$ cat src/rtl/traffic_phase_controller.sv
`default_nettype none
// ============================================================================
// Module   : traffic_phase_controller
// Brief    : Sensor-actuated N-phase signal controller with latched ped walk
//            and round-robin demand skipping. EMERGENCY_PREEMPT_EN adds preemption.
// Revision : 1.0 - initial release
// ============================================================================
module traffic_phase_controller #(
    parameter int N_PHASES    = 2,
    parameter int MIN_GREEN   = 8,
    parameter int MAX_GREEN   = 32,
    parameter int YELLOW_TIME = 4,
    parameter int ALLRED_TIME = 2,
    parameter int WALK_TIME   = 6,
    parameter int TW          = 6
) (
    input  logic                        clk,
    input  logic                        reset_n,
    input  logic [N_PHASES-1:0]         veh_sensor,
    input  logic [N_PHASES-1:0]         ped_button,
`ifdef EMERGENCY_PREEMPT_EN
    input  logic                        emg_req,
    input  logic [$clog2(N_PHASES)-1:0] emg_phase,
    output logic                        emg_active,
`endif
    output logic [3*N_PHASES-1:0]       light,
    output logic [N_PHASES-1:0]         ped_walk,
    output logic [$clog2(N_PHASES)-1:0] active_phase,
    output logic [N_PHASES-1:0]         ped_pending
);

    localparam int AW = $clog2(N_PHASES);
    localparam logic [TW-1:0]         c_allred_last = TW'(ALLRED_TIME - 1);
    localparam logic [TW-1:0]         c_yellow_last = TW'(YELLOW_TIME - 1);
    localparam logic [TW-1:0]         c_walk_last   = TW'(WALK_TIME - 1);
    localparam logic [TW-1:0]         c_min_last    = TW'(MIN_GREEN - 1);
    localparam logic [TW-1:0]         c_max_last    = TW'(MAX_GREEN - 1);
    localparam logic [TW-1:0]         c_timer_sat   = TW'(MAX_GREEN);
    localparam logic [N_PHASES-1:0]   c_one         = N_PHASES'(1);
    localparam logic [3*N_PHASES-1:0] c_all_red     = {N_PHASES{3'b100}};

    typedef enum logic [1:0] {
        c_st_allred = 2'd0,
        c_st_green  = 2'd1,
        c_st_yellow = 2'd2
    } state_t;

    state_t                r_state, w_state_nxt;
    logic [TW-1:0]         r_timer, w_timer_nxt;
    logic [AW-1:0]         r_active, w_active_nxt, w_rr_phase, w_next_phase;
    logic                  r_first;
    logic [3*N_PHASES-1:0] r_light, w_light_nxt;
    logic [N_PHASES-1:0]   r_ped_walk, w_walk_nxt, r_pending, w_pend_nxt;
    logic [N_PHASES-1:0]   w_demand, w_active_oh, w_next_oh, w_ped_req;
    logic                  w_other, w_walk_done, w_veh_active;
    logic                  w_green_exit, w_enter_green, w_force_exit, w_hold_green;
    int                    w_idx;

    assign w_demand     = veh_sensor | r_pending;
    assign w_active_oh  = c_one << r_active;
    assign w_next_oh    = c_one << w_next_phase;
    assign w_ped_req    = r_pending | ped_button;
    assign w_other      = |(w_demand & ~w_active_oh);
    assign w_veh_active = |(veh_sensor & w_active_oh);
    assign w_walk_done  = ~|r_ped_walk;

    // Search downward so the nearest phase after the active one wins.
    always_comb begin
        w_rr_phase = r_active;
        w_idx      = 0;
        for (int k = N_PHASES; k >= 1; k--) begin
            w_idx = int'(r_active) + k;
            if (w_idx >= N_PHASES) w_idx = w_idx - N_PHASES;
            if (|(w_demand & (c_one << w_idx))) w_rr_phase = AW'(w_idx);
        end
    end

`ifdef EMERGENCY_PREEMPT_EN
    logic w_emg_valid;
    logic r_emg_active;

    assign w_emg_valid  = emg_req && (int'(emg_phase) < N_PHASES);
    assign w_force_exit = w_emg_valid && (r_active != emg_phase);
    assign w_hold_green = w_emg_valid && (r_active == emg_phase);
    assign w_next_phase = w_emg_valid ? emg_phase : (r_first ? '0 : w_rr_phase);
    assign emg_active   = r_emg_active;

    always_ff @(posedge clk or negedge reset_n) begin
        if (!reset_n) r_emg_active <= 1'b0;
        else          r_emg_active <= w_emg_valid;
    end
`else
    assign w_force_exit = 1'b0;
    assign w_hold_green = 1'b0;
    assign w_next_phase = r_first ? '0 : w_rr_phase;
`endif

    // A timer already saturated past MAX_GREEN-1 still counts as maxed out.
    assign w_green_exit = w_force_exit |
                          (!w_hold_green && w_walk_done && w_other &&
                           (r_timer >= c_min_last) &&
                           (!w_veh_active || (r_timer >= c_max_last)));

    always_comb begin
        w_state_nxt   = r_state;
        w_active_nxt  = r_active;
        w_enter_green = 1'b0;
        case (r_state)
            c_st_allred: begin
                if (r_timer == c_allred_last) begin
                    w_state_nxt   = c_st_green;
                    w_active_nxt  = w_next_phase;
                    w_enter_green = 1'b1;
                end
            end
            c_st_green: begin
                if (w_green_exit) w_state_nxt = c_st_yellow;
            end
            c_st_yellow: begin
                if (r_timer == c_yellow_last) w_state_nxt = c_st_allred;
            end
            default: w_state_nxt = c_st_allred;
        endcase
    end

    always_comb begin
        if (w_state_nxt != r_state)    w_timer_nxt = '0;
        else if (r_timer >= c_timer_sat) w_timer_nxt = r_timer;
        else                           w_timer_nxt = r_timer + TW'(1);
    end

    always_comb begin
        w_walk_nxt = r_ped_walk;
        if (w_enter_green)
            w_walk_nxt = (|(w_ped_req & w_next_oh)) ? w_next_oh : '0;
        else if ((w_state_nxt != c_st_green) || (r_timer == c_walk_last))
            w_walk_nxt = '0;
    end

    for (genvar gi = 0; gi < N_PHASES; gi++) begin : g_phase
        assign w_light_nxt[3*gi +: 3] =
            (w_active_nxt != AW'(gi))     ? 3'b100 :
            (w_state_nxt == c_st_green)   ? 3'b001 :
            (w_state_nxt == c_st_yellow)  ? 3'b010 : 3'b100;

        // Entry clear beats a same-cycle press; presses during own walk are absorbed.
        assign w_pend_nxt[gi] =
            (w_enter_green && (w_next_phase == AW'(gi))) ? 1'b0 :
            ((r_state == c_st_green) && (r_active == AW'(gi)) && r_ped_walk[gi]) ? r_pending[gi] :
            (r_pending[gi] | ped_button[gi]);
    end

    always_ff @(posedge clk or negedge reset_n) begin
        if (!reset_n) begin
            r_state    <= c_st_allred;
            r_timer    <= '0;
            r_active   <= '0;
            r_first    <= 1'b1;
            r_light    <= c_all_red;
            r_ped_walk <= '0;
            r_pending  <= '0;
        end else begin
            r_state    <= w_state_nxt;
            r_timer    <= w_timer_nxt;
            r_active   <= w_active_nxt;
            r_first    <= r_first & ~w_enter_green;
            r_light    <= w_light_nxt;
            r_ped_walk <= w_walk_nxt;
            r_pending  <= w_pend_nxt;
        end
    end

    assign light        = r_light;
    assign ped_walk     = r_ped_walk;
    assign active_phase = r_active;
    assign ped_pending  = r_pending;

endmodule
`default_nettype wire
$ cat config.mk
export PLATFORM = sky130hd
export DESIGN_NAME = traffic_phase_controller
export DESIGN_NICKNAME = d
export VERILOG_FILES = /design/src/rtl/traffic_phase_controller.sv
export SDC_FILE = /design/constraint.sdc
export NUM_CORES = 1
export LEC_CHECK = 0
export CORE_MARGIN = 2
export CORE_UTILIZATION = 51
export CTS_CLUSTER_SIZE = 20
export DETAILED_ROUTE_END_ITERATION = 8
export GPL_ROUTABILITY_DRIVEN = 0
export GPL_TIMING_DRIVEN = 0
export HOLD_SLACK_MARGIN = 0.05
export PLACE_DENSITY = 0.8
export SYNTH_ARGS = -nofsm -noshare
export SYNTH_HDL_FRONTEND = slang
export SYNTH_SLANG_ARGS = --single-unit
$ cat constraint.sdc
create_clock -name clk -period 2.5 [get_ports clk]
set_clock_uncertainty 0.05 [all_clocks]
set_input_delay 0.375 -clock clk [delete_from_list [all_inputs] [get_ports clk]]
set_output_delay 0.375 -clock clk [all_outputs]
set_load 0.01 [all_outputs]
Word-level counts from Yosys, hierarchy flattened
Cells that the tools add are included.
- register bits after elaboration: 20
- logic and storage cells: 95
- bits of input ports: 6
- output and inout bits: 11
- reductions and logical operators: 21
- eq/ne operators: 12
- magnitude comparators: 5
- mux-type cells: 26
- shifts and indexed selects: 4
- add/sub/neg operators: 5
- bitwise operators: 14
- operators with widths (kind ; number):
    32-bit 2-to-1 mux ; 2
    1-bit by 32-bit left shift with 2-bit output, first input constant ; 2
    2-bit 2-to-1 mux ; 6
    3-bit 2-to-1 mux ; 4
    6-bit 2-to-1 mux ; 2
    2-bit OR reduction ; 6
    1-bit 2-to-1 mux ; 11
    2-bit AND ; 5
    1-bit logical AND ; 9
    6-bit by 1-bit adder with 6-bit output, second input constant ; 1
    6-bit by 1-bit equality test with 1-bit output, second input constant ; 1
    6-bit by 2-bit equality test with 1-bit output, second input constant ; 1
    6-bit by 3-bit equality test with 1-bit output, second input constant ; 1
    6-bit by 3-bit >= comparator with 1-bit output, second input constant ; 1
    6-bit by 5-bit >= comparator with 1-bit output, second input constant ; 1
    6-bit >= comparator, second input constant ; 1
    2-bit != test, second input constant ; 3
    2-bit case mux with 3 select lines ; 1
    2-bit by 1-bit equality test with 1-bit output, second input constant ; 2
    2-bit equality test, second input constant ; 2
    2-bit bitwise OR ; 2
    1-bit by 1-bit left shift with 2-bit output, first input constant ; 2
    3-bit by 2-bit subtractor with 4-bit output, second input constant ; 1
    1-bit by 2-bit adder with 3-bit output, second input constant ; 1
    14 further kinds ; 19

Longest topological paths before layout
Gate-level depths: netlist of run 1.
- depth in word-level cells: 14
- gate-level depth with buffers: 9
- gate-level depth less buffers: 8

Worst setup path after synthesis of run 1
OpenSTA, ideal clock, no wires.
- path type: register -> register
- start: register r_active, in the netlist active_phase
- end: register r_light[2], in the netlist light[2]
- buffers on the path: 0
- slack: 0.536 ns
- data arrival time: 1.832 ns
- clock period less this slack: 1.964 ns
- setup time: 0.082 ns
- cell stages (with the launch flop): 7
- data required time: 2.368 ns
- cell sequence: dfrtp_1 or3b_4 nand4_1 a21oi_2 mux2_2 ha_1 or2_1
- cells in the longest elaborated chain, start to end: 13
- elaborated cells on any way between the ends: 37
- classes of those cells: add/sub (4); order compare (2); eq/ne (2); shift (3); mux (12); bitwise (5); reduce/logical (9)
- ends and longest elaborated chain (element ; line ; source):
    start: declaration ; 50 ; logic [AW-1:0] r_active, w_active_nxt, w_rr_phase, w_next_phase;
    start signal: assignment ; 165 ; r_active <= w_active_nxt;
    1-bit by 1-bit left shift with 2-bit output (*) ; 60 ; assign w_active_oh = c_one << r_active;
    2-bit NOT ; 63 ; assign w_other = |(w_demand & ~w_active_oh);
    2-bit AND ; 63 ;
    2-bit OR reduction ; 63 ;
    1-bit logical AND (2 in a row) ; 100 ; (!w_hold_green && w_walk_done && w_other &&
    1-bit logical AND (*) ; 101 ; (r_timer >= c_min_last) &&
    2-bit 2-to-1 mux (*) ; 117 ; if (w_green_exit) w_state_nxt = c_st_yellow;
    2-bit case mux with 3 select lines (*) ; 108 ; case (r_state)
    net w_state_nxt[1] ; 48 ; state_t r_state, w_state_nxt;
    2-bit equality test ; 144 ; (w_state_nxt == c_st_yellow) ? 3'b010 : 3'b100;
    3-bit 2-to-1 mux ; 144 ;
    3-bit 2-to-1 mux (*) ; 143 ; (w_state_nxt == c_st_green) ? 3'b001 :
    3-bit 2-to-1 mux (*) ; 142 ; (w_active_nxt != AW'(gi)) ? 3'b100 :
    net w_light_nxt[2] ; 52 ; logic [3*N_PHASES-1:0] r_light, w_light_nxt;
    end signal: assignment ; 159 ; r_light <= c_all_red;
    end signal: assignment ; 167 ; r_light <= w_light_nxt;
    end: declaration ; 52 ;
The timed path passes the listed nets; every way through them passes the cells marked *.
A chain may end at the register's enable or synchronous reset.

Worst setup path after layout of run 1
Same ends and word-level chain as after synthesis.

==> metrics.md, run 1 <==
| Metric | Value |
|---|---|
| Status | finished, final reports clean |
| Leak | ~0.00054 uW |
| Placed Cells | 139 |
| TNS Setup | 0 ns |
| Hold Startpoint | r_first |
| Number of synthesized flops with an enable pin | 0 |
| Largest net degree at the start of global routing | 21 |
| Rows | 16 |
| Vias in the first global route | 757 |
| Worst setup EP type | flip-flop |
| #FFs+latches synth | 20 |
| Critical path cell sequence | mux2i_1, o211ai_1, a21oi_2, mux2_2, ha_1, or2_1 |
| Wire per inst | roughly 15 microns |
| Total CTS buffers | 3 |
| R2r worst-path depth | 6 |
| Hpwl dp | 1.57 mm |
| Final period utilization | 85.5% |
| RSZ-0062 raised after global routing | no |
| Initial antenna violation count | 0 |
| Mapped Avg Cell Area | 10.9 sq um |
| Seq/Total Area, Yosys | between 40% and 50% |
| Worst-Skew Late Latency | around 0.31 ns |
| Fillers | 174 |
| Reg2Reg Capture Point | light[2] |
| Cells after Synth | 96 |
| Nets@finish | about 130 |
| Netlist cell types | 37 |
| Final non-filler cell total | about 140 |
| Setup-failing EPs final | 0 |
| GRT overflow | 0 |
| Starting Density | between 50% and 60% |
| Total GRT Usage | 19.5% |
| Top FF cell, synth | dfrtp_1 |
| Final Hold Vio Count | 0 |
| Hold depth | 1 |
| Chip Height | 49.2 microns |
| Maximum vdd drop | ~0.30 mV |
| Drt first-iter violations | 20 |
| Synthesized Nets | 107 |
| R2R setup slack | around 0.36 ns |
| Fmax | 468 MHz |
| CP peak stage delay | 0.48 ns |
| Antenna fix cells | 0 |
| Cts hold-fix bufs | 0 |
| Total chip power | 532 uW |
| Final setup margin | 0.364 ns |
| Worst r2r src | active_phase |
| Place WS | 0.0822 ns |
| Final Routed Wirelength | 2.10 mm |
| First-pass GRT wire length | approximately 3.5 mm |
| Setup Fix Bufs, Post-CTS | 0 |
| CTS Sinks | 20 |
| Period minus WS final | 2.14 ns |
| Max-capacitance violation count | 0 |
| Worst hold endpoint | r_first |
| Hold crit path type | reg -> reg |
| Area of the die | 2420 sq um |
| Cts repair resizes | 0 |
| CP Max Fanout | 8 |
| Slowest cell on crit path | dfrtp_1 |
| CP Launch Type | flip-flop |
| Core Area | 1940 sq um |
| Area Overhead vs Synth | 22.1% |
| Fin. max-slew vios | 0 |
| Chip Width | 49.2 microns |
| H-tree depth reported by CTS | 1 |
| Layout Utilization | 65.5% |
| Crit Path Class | reg -> reg |
| DRC | 0 |
| Asr flop ratio synth | 100% |
| Max-slew headroom | 41.4% |
| CTS clock-pin slew for the worst setup and hold paths | about 0.12 ns |
| DR vias/cell | 5.38 |
| CTS root buf | clkbuf_4 |
| CP arrival | approximately 2.3 ns |
| IO Pins | 17 |
| CTS tree | done |
| Synthesized area | 1040 sq um |
| Antenna Nets Post-Route | 0 |
| Pwr dens | 418 nW/um^2 |
| Synth warn | 0 |
| WP data required | 2.69 ns |
| Slew @ Worst Pin | 0.877 ns |
| Via Count | about 770 |
| Fraction of layout cells with a size suffix above 1 | 14.7% |
| Number of I/O port buffers | 16 |
| TritonRoute pass-1 iters | 4 |
| Maximum clock path buffer count | 2 |
## per-stage QoR
step	hold WS, ns	instance area, sq um
after floorplan	0.0294	1040
after global placement	0.454	1240
after detailed placement	0.452	1240
after CTS	0.476	1270
after global routing	0.485	1270
final	0.472	1270
## power breakdown
group	leakage (uW)	switching, uW	internal (uW)	total, uW
combinational	0.000289	8.65	7.27	15.9
clock	0.0000210	104	89.0	193
sequential	0.000227	0.000000000000160	324	324
total	0.000537	112	420	532
## synth_stat cells (2+ instances only)
| master | instances | area, sq um |
|---|---|---|
| nor2b_1 | 4 | 25.0 |
| dfrtp_1 | 17 | 425 |
| nor2_1 | 7 | 26.3 |
| ha_1 | 5 | 62.6 |
| nand3_1 | 5 | 25.0 |
| inv_1 | 4 | 15.0 |
| xnor2_1 | 2 | 17.5 |
| nor4_1 | 3 | 18.8 |
| o211ai_1 | 2 | 15.0 |
| and2_1 | 5 | 31.3 |
| nor3_1 | 5 | 25.0 |
| nand2_1 | 2 | 7.51 |
| a21oi_1 | 6 | 30.0 |
| xor2_1 | 2 | 17.5 |
| mux2i_1 | 3 | 30.0 |
| dfstp_2 | 3 | 78.8 |
## metal layers
metal / part of all wire (%) / GRT usage [%] / vias up
li1: - / - / 378
met5: 0 / 0 / -
met4: 1.1 / 8.57 / 0
met2: 52 / 34.0 / 11
met1: 44 / 22.8 / 376
met3: 2.7 / 4.29 / 4
## how the worst max path moves through the flow
stage / start / end / slack [ns] / cells after the start
3_3_place_gp: veh_sensor[1] / light[2] / 0.14 / 7
5_1_grt: active_phase / light[2] / 0.26 / 6
6_report: active_phase / light[2] / 0.36 / 6
3_5_place_dp: veh_sensor[1] / light[2] / 0.08 / 7
2_1_floorplan: active_phase / light[2] / 0.54 / 6
4_1_cts: active_phase / light[2] / 0.37 / 6
## cell usage in the layout (no fill, tap or decap), types with 2 or more instances in the layout
| cell | count |
|---|---|
| mux2i_1 | 3 |
| nand2_1 | 2 |
| dfrtp_1 | 17 |
| clkbuf_4 | 3 |
| and2_1 | 5 |
| nor3_1 | 5 |
| clkdlybuf4s50_1 | 16 |
| nor2b_1 | 4 |
| dfstp_2 | 3 |
| nor4_1 | 3 |
| a21oi_1 | 6 |
| xor2_1 | 2 |
| nor2_1 | 7 |
| xnor2_1 | 2 |
| o211ai_1 | 2 |
| ha_1 | 5 |
| nand3_1 | 5 |
| inv_1 | 4 |
## state kept, by name, summed over array words and instances (netlist names)
name,count
active_phase,1
light,6
ped_pending,2
ped_walk,2
r_first,1
r_state,2
r_timer,6
## worst max-delay path: cells and delay by family (launching register included)
kind	cells	cell delay, ns
simple gates	1	0.24
compound gates	2	0.53
mux	2	0.55
flops	1	0.48
fa+ha+maj	1	0.23
## area by class of cell
class | count | area (sq um) | area share, %
plain buffers | 2 | 16.3 | 1.28
inverters | 4 | 15.0 | 1.18
multi-input cells | 70 | 507 | 39.8
clock buffers | 4 | 36.3 | 2.85
flip-flops and latches | 20 | 504 | 39.6
repair buffers | 16 | 160 | 12.6
well taps | 27 | 33.8 | 2.65
## logic make-up after synthesis
family | Yosys count | synth area share, %
AOI/OAI and AO/OA | 15 | 10.1
xor gates and xnor gates | 4 | 3.36
adders and majority gates | 5 | 6.00
buffers and inverters | 6 | 3.00
DFF | 20 | 48.4
muxes | 5 | 5.40
and+or+nand+nor | 41 | 23.8
Power figures use the tool's default switching activity.
==> inputs of run 2 (changes only) <==
--- a/config.mk
+++ b/config.mk
@@ -6,13 +6,13 @@
 export NUM_CORES = 1
 export LEC_CHECK = 0
 export CORE_MARGIN = 2
-export CORE_UTILIZATION = 51
+export CORE_UTILIZATION = 35
 export CTS_CLUSTER_SIZE = 20
 export DETAILED_ROUTE_END_ITERATION = 8
 export GPL_ROUTABILITY_DRIVEN = 0
 export GPL_TIMING_DRIVEN = 0
 export HOLD_SLACK_MARGIN = 0.05
-export PLACE_DENSITY = 0.8
+export PLACE_DENSITY = 0.59
 export SYNTH_ARGS = -nofsm -noshare
 export SYNTH_HDL_FRONTEND = slang
 export SYNTH_SLANG_ARGS = --single-unit
==> run 2 against run 1 <==
Net effect:
- clock power is essentially flat
- cell count grew 2.8%
- sequential power is essentially flat
- power shrank 0.46%
- register-to-register slack is essentially flat
- non-clock buffer count is the same
- core utilization shrank 20 points
- combinational power is essentially flat
- critical path type unchanged
==> metrics.md, run 2 (synthesized netlist as in run 1, its figures left out) <==
| Metric | Value |
|---|---|
| Fraction of layout cells with a size suffix above 1 | 14.7% |
| CTS Sinks | 20 |
| Slew @ Worst Pin | roughly 0.91 ns |
| CP Launch Type | flip-flop |
| Initial antenna violation count | 0 |
| Max-slew headroom | 39.2% |
| CP arrival | 2.33 ns |
| Cts hold-fix bufs | 0 |
| Antenna Nets Post-Route | 0 |
| Number of I/O port buffers | 16 |
| Max-capacitance violation count | 0 |
| Period minus WS final | 2.14 ns |
| RSZ-0062 raised after global routing | no |
| Hold Startpoint | r_first |
| Total GRT Usage | 12.7% |
| Area Overhead vs Synth | 22.6% |
| DRC | 0 |
| CTS tree | done |
| Fmax | roughly 470 MHz |
| H-tree depth reported by CTS | 1 |
| Crit Path Class | reg -> reg |
| Fin. max-slew vios | 0 |
| Worst hold endpoint | r_first |
| Via Count | 743 |
| Hpwl dp | 1.38 mm |
| TNS Setup | 0 ns |
| Hold depth | 1 |
| WP data required | 2.69 ns |
| Maximum vdd drop | 0.272 mV |
| Antenna fix cells | 0 |
| CP peak stage delay | 0.48 ns |
| First-pass GRT wire length | roughly 3.3 mm |
| Starting Density | 37.5% |
| Hold crit path type | reg -> reg |
| Critical path cell sequence | mux2i_1, o211ai_1, a21oi_2, mux2_2, ha_1, or2_1 |
| GRT overflow | 0 |
| Setup-failing EPs final | 0 |
| Slowest cell on crit path | dfrtp_1 |
| DR vias/cell | 5.05 |
| Final Routed Wirelength | 1.90 mm |
| CTS root buf | clkbuf_4 |
| Drt first-iter violations | 14 |
| Wire per inst | about 13 microns |
| Worst r2r src | active_phase |
| Reg2Reg Capture Point | light[2] |
| Setup Fix Bufs, Post-CTS | 0 |
| CP Max Fanout | 8 |
| Total CTS buffers | 3 |
| Worst setup EP type | flip-flop |
| Cts repair resizes | 0 |
| CTS clock-pin slew for the worst setup and hold paths | around 0.12 ns |
| Final period utilization | 85.6% |
| Vias in the first global route | 741 |
| Largest net degree at the start of global routing | 21 |
| Most frequent cells in the layout | 17 x dfrtp_1, 16 x clkdlybuf4s50_1, 7 x nor2_1 |
| WHS | 0.477 ns |
| R2R setup slack | 0.36 ns |
| R2r worst-path depth | 6 |
| Rows | 19 |
| Status | finished, final reports clean |
| Nets@finish | ~130 |
| TritonRoute pass-1 iters | 3 |
| Chip Height | 58.6 microns |
| Worst-Skew Late Latency | 0.31 ns |
| IO Pins | 17 |
| Maximum clock path buffer count | 2 |
| Cell family with most CP delay | multiplexers |
| Final Hold Vio Count | 0 |
| Pwr dens | ~410 nW/um^2 |
| Area of the die | approximately 3400 sq um |
| Worst Path Buf+Inv | 0 |
| Leak | 0.000537 uW |
| Chip Width | 58.6 microns |
| Most common cell after layout, fill and taps aside | dfrtp_1 |
| Core Area | 2780 sq um |
-- run 2: per-stage QoR --
step	setup WS, ns	util [%]	instances	total power (uW)	instance area (sq um)
after floorplan	0.536	-	96	330	1040
after global placement	0.117	44.6	143	346	1240
after detailed placement	0.0795	44.6	143	346	1240
after CTS	0.349	45.9	147	536	1280
after global routing	0.191	45.9	147	554	1280
final	0.359	45.9	147	530	1280
-- run 2: where the power goes --
part / total [uW] / switching (uW) / internal (uW)
Combinational: 15.8 / 8.53 / 7.23
Sequential: 324 / 0.000000000000167 / 324
Clock: 190 / 101 / 89.0
Total: 530 / 110 / 420
-- run 2: worst max path at each step --
stage | startpoint | end | depth (start not counted)
2_1_floorplan | active_phase | light[2] | 6
3_3_place_gp | veh_sensor[1] | light[2] | 7
3_5_place_dp | veh_sensor[1] | light[2] | 7
4_1_cts | active_phase | light[2] | 6
5_1_grt | active_phase | light[2] | 6
6_report | active_phase | light[2] | 6
-- run 2: cell type report --
type | count | area (sq um)
clock buffer | 4 | 36.3
timing repair buffer | 16 | 160
tap | 31 | 38.8
multi-input combinational | 70 | 507
buffer | 2 | 16.3
sequential | 20 | 504
inverter | 4 | 15.0
fill | 271 | 1500
-- run 2: per-layer routing --
| metal | global-route usage [%] | routed length (microns) | up-vias |
|---|---|---|---|
| met5 | 0 | 0 | - |
| met4 | 4.87 | 31 | 0 |
| met3 | 4.18 | 75 | 4 |
| met2 | 18.8 | 834 | 13 |
| met1 | 17.2 | 958 | 345 |
| li1 | - | - | 381 |
==> inputs of run 3 (changes only) <==
--- a/config.mk
+++ b/config.mk
@@ -13,6 +13,7 @@
 export GPL_TIMING_DRIVEN = 0
 export HOLD_SLACK_MARGIN = 0.05
 export PLACE_DENSITY = 0.59
+export SETUP_SLACK_MARGIN = 0.2
 export SYNTH_ARGS = -nofsm -noshare
 export SYNTH_HDL_FRONTEND = slang
 export SYNTH_SLANG_ARGS = --single-unit
==> run 3 against run 2 <==
Net effect:
- die area did not move
- largest cell class unchanged
- critical path depth did not move
- cell count did not move
- via count rose by 1.3%
- non-clock buffer count did not move
- largest power group unchanged
- critical endpoint unchanged
- register-to-register slack barely moved
- design area rose by 0.59%
==> metrics.md, run 3 (synthesized netlist as in run 1, its figures left out) <==
| Metric | Value |
|---|---|
| Maximum vdd drop | 0.272 mV |
| GRT overflow | 0 |
| Slew @ Worst Pin | approximately 0.9 ns |
| Met2 Wirelength | 819 microns |
| Maximum clock path buffer count | 2 |
| Critical path cell sequence | or2_2, a21oi_1, a21oi_4, mux2_2, ha_1, or2_1 |
| CTS clock-pin slew for the worst setup and hold paths | 0.12 ns |
| Max-slew headroom | 39.5% |
| Worst Path Buf+Inv | 0 |
| Antenna Nets Post-Route | 0 |
| Slowest cell on crit path | dfrtp_1 |
| Final Hold Vio Count | 0 |
| Status | finished, final reports clean |
| Cts hold-fix bufs | 0 |
| RSZ-0062 raised after global routing | no |
| Met1 WL | about 950 microns |
| Total GRT Usage | between 10 and 15% |
| Largest net degree at the start of global routing | 21 |
| Number of I/O port buffers | 16 |
| Leak | 0.000538 uW |
| WHS | 0.477 ns |
| Fraction of layout cells with a size suffix above 1 | between 10% and 20% |
| Switching Fraction | 20.6% |
| Setup Fix Bufs, Post-CTS | 0 |
| Via Count | 753 |
| Chip Height | 58.6 microns |
| Setup-failing EPs final | 0 |
| CP Max Fanout | 8 |
| Drt first-iter violations | 15 |
| CTS root buf | clkbuf_4 |
| Combinational Power Share | 3.0% |
| Initial antenna violation count | 0 |
| Fmax | between 400 and 500 MHz |
| CTS Sinks | 20 |
| Pwr dens | around 410 nW/um^2 |
| Fillers | 269 |
| Final period utilization | between 80% and 90% |
| DR vias/cell | 5.12 |
| Final Routed Wirelength | 1.88 mm |
| Worst setup EP type | flip-flop |
| Cts repair resizes | 0 |
| Area of the die | 3430 sq um |
| Starting Density | 37.5% |
| First-pass GRT wire length | around 3.3 mm |
| H-tree depth reported by CTS | 1 |
| Fin. max-slew vios | 0 |
| Core Area | 2780 sq um |
| CP Launch Type | flip-flop |
| Most frequent cells in the layout | 17 x dfrtp_1, 16 x clkdlybuf4s50_1, 7 x nor2_1 |
| TritonRoute pass-1 iters | 4 |
| Top Layer Used | met4 |
| Wire per inst | 12.8 microns |
| Rows | 19 |
| Area Overhead vs Synth | 23.3% |
| Nets@finish | between 100 and 150 |
| Max-capacitance violation count | 0 |
| IO Pins | 17 |
| Hold crit path type | reg -> reg |
| Chip Width | 58.6 microns |
| Cell-internal power | 420 uW |
| CP arrival | between 2 and 2.5 ns |
| Clk pwr share | a little over a third |
| Routed wl met3 | 78 microns |
| Worst-Skew Late Latency | a little over 0.3 ns |
| Most common cell after layout, fill and taps aside | dfrtp_1 |
| CP peak stage delay | between 0.4 and 0.5 ns |
| Antenna fix cells | 0 |
| Total CTS buffers | 3 |
| Period minus WS final | 2.15 ns |
| Hpwl dp | 1.38 mm |
| DRC | 0 |
| Psw | 109 uW |
| Seq pwr share | between 60% and 70% |
| Cell family with most CP delay | simple AND/OR/NAND/NOR gates |
| Vias in the first global route | about 740 |
| TNS Setup | 0 ns |
| WP data required | 2.69 ns |
| CTS tree | done |
| Crit Path Class | reg -> reg |
[run 3: per-layer routing]
| layer | up-vias | track usage [%] |
|---|---|---|
| met5 | - | 0 |
| met4 | 0 | 4.87 |
| met3 | 4 | 4.18 |
| met2 | 16 | 18.8 |
| met1 | 353 | 17.2 |
| li1 | 380 | - |
[run 3: power groups by stage]
| stage | sequential [uW] | combinational [uW] | clock [uW] |
|---|---|---|---|
| after floorplan | 330 | 0.713 | 0 |
| after detailed placement | 330 | 16.3 | 0 |
| final | 324 | 15.7 | 190 |
| after CTS | 324 | 16.3 | 196 |
| after global routing | 324 | 17.5 | 213 |
| after global placement | 330 | 15.9 | 0 |
[run 3: through the flow]
stage | cells | worst slack, ns | util (%) | power, uW | cell area, sq um
finish | 147 | 0.351 | 46.2 | 529 | 1280
global route | 147 | 0.276 | 46.2 | 554 | 1280
CTS | 147 | 0.349 | 45.9 | 536 | 1280
detailed placement | 143 | 0.0795 | 44.6 | 346 | 1240
global placement | 143 | 0.117 | 44.6 | 346 | 1240
floorplan | 96 | 0.536 | - | 330 | 1040
[run 3: worst reg2reg max path, delay by kind of cell (launching register included)]
family,cells,cell delay (ns)
mux,1,0.30
compound gates,2,0.42
flops,1,0.48
fa+ha+maj,1,0.28
simple gates,2,0.55
[run 3: area by class of cell]
| cell class | count | area [sq um] | share of cell area [%] |
|---|---|---|---|
| Multi-Input combinational cell | 70 | 514 | 40.0 |
| Sequential cell | 20 | 504 | 39.2 |
| Buffer | 2 | 16.3 | 1.27 |
| Inverter | 4 | 15.0 | 1.17 |
| Clock buffer | 4 | 36.3 | 2.82 |
| Timing Repair Buffer | 16 | 160 | 12.5 |
| Tap cell | 31 | 38.8 | 3.02 |
[run 3: final timing paths]
kind	from	end	slack [ns]	cells after the start
setup / recovery	r_timer[3]	light[2]	0.35	6
hold / removal	r_first	r_first	0.48	1
setup reg to reg	r_timer[3]	light[2]	0.35	6
hold reg to reg	r_first	r_first	0.48	1
max in group asynchronous	reset_n	r_state[1]	1.33	1
min in group asynchronous	reset_n	r_timer[5]	0.51	1
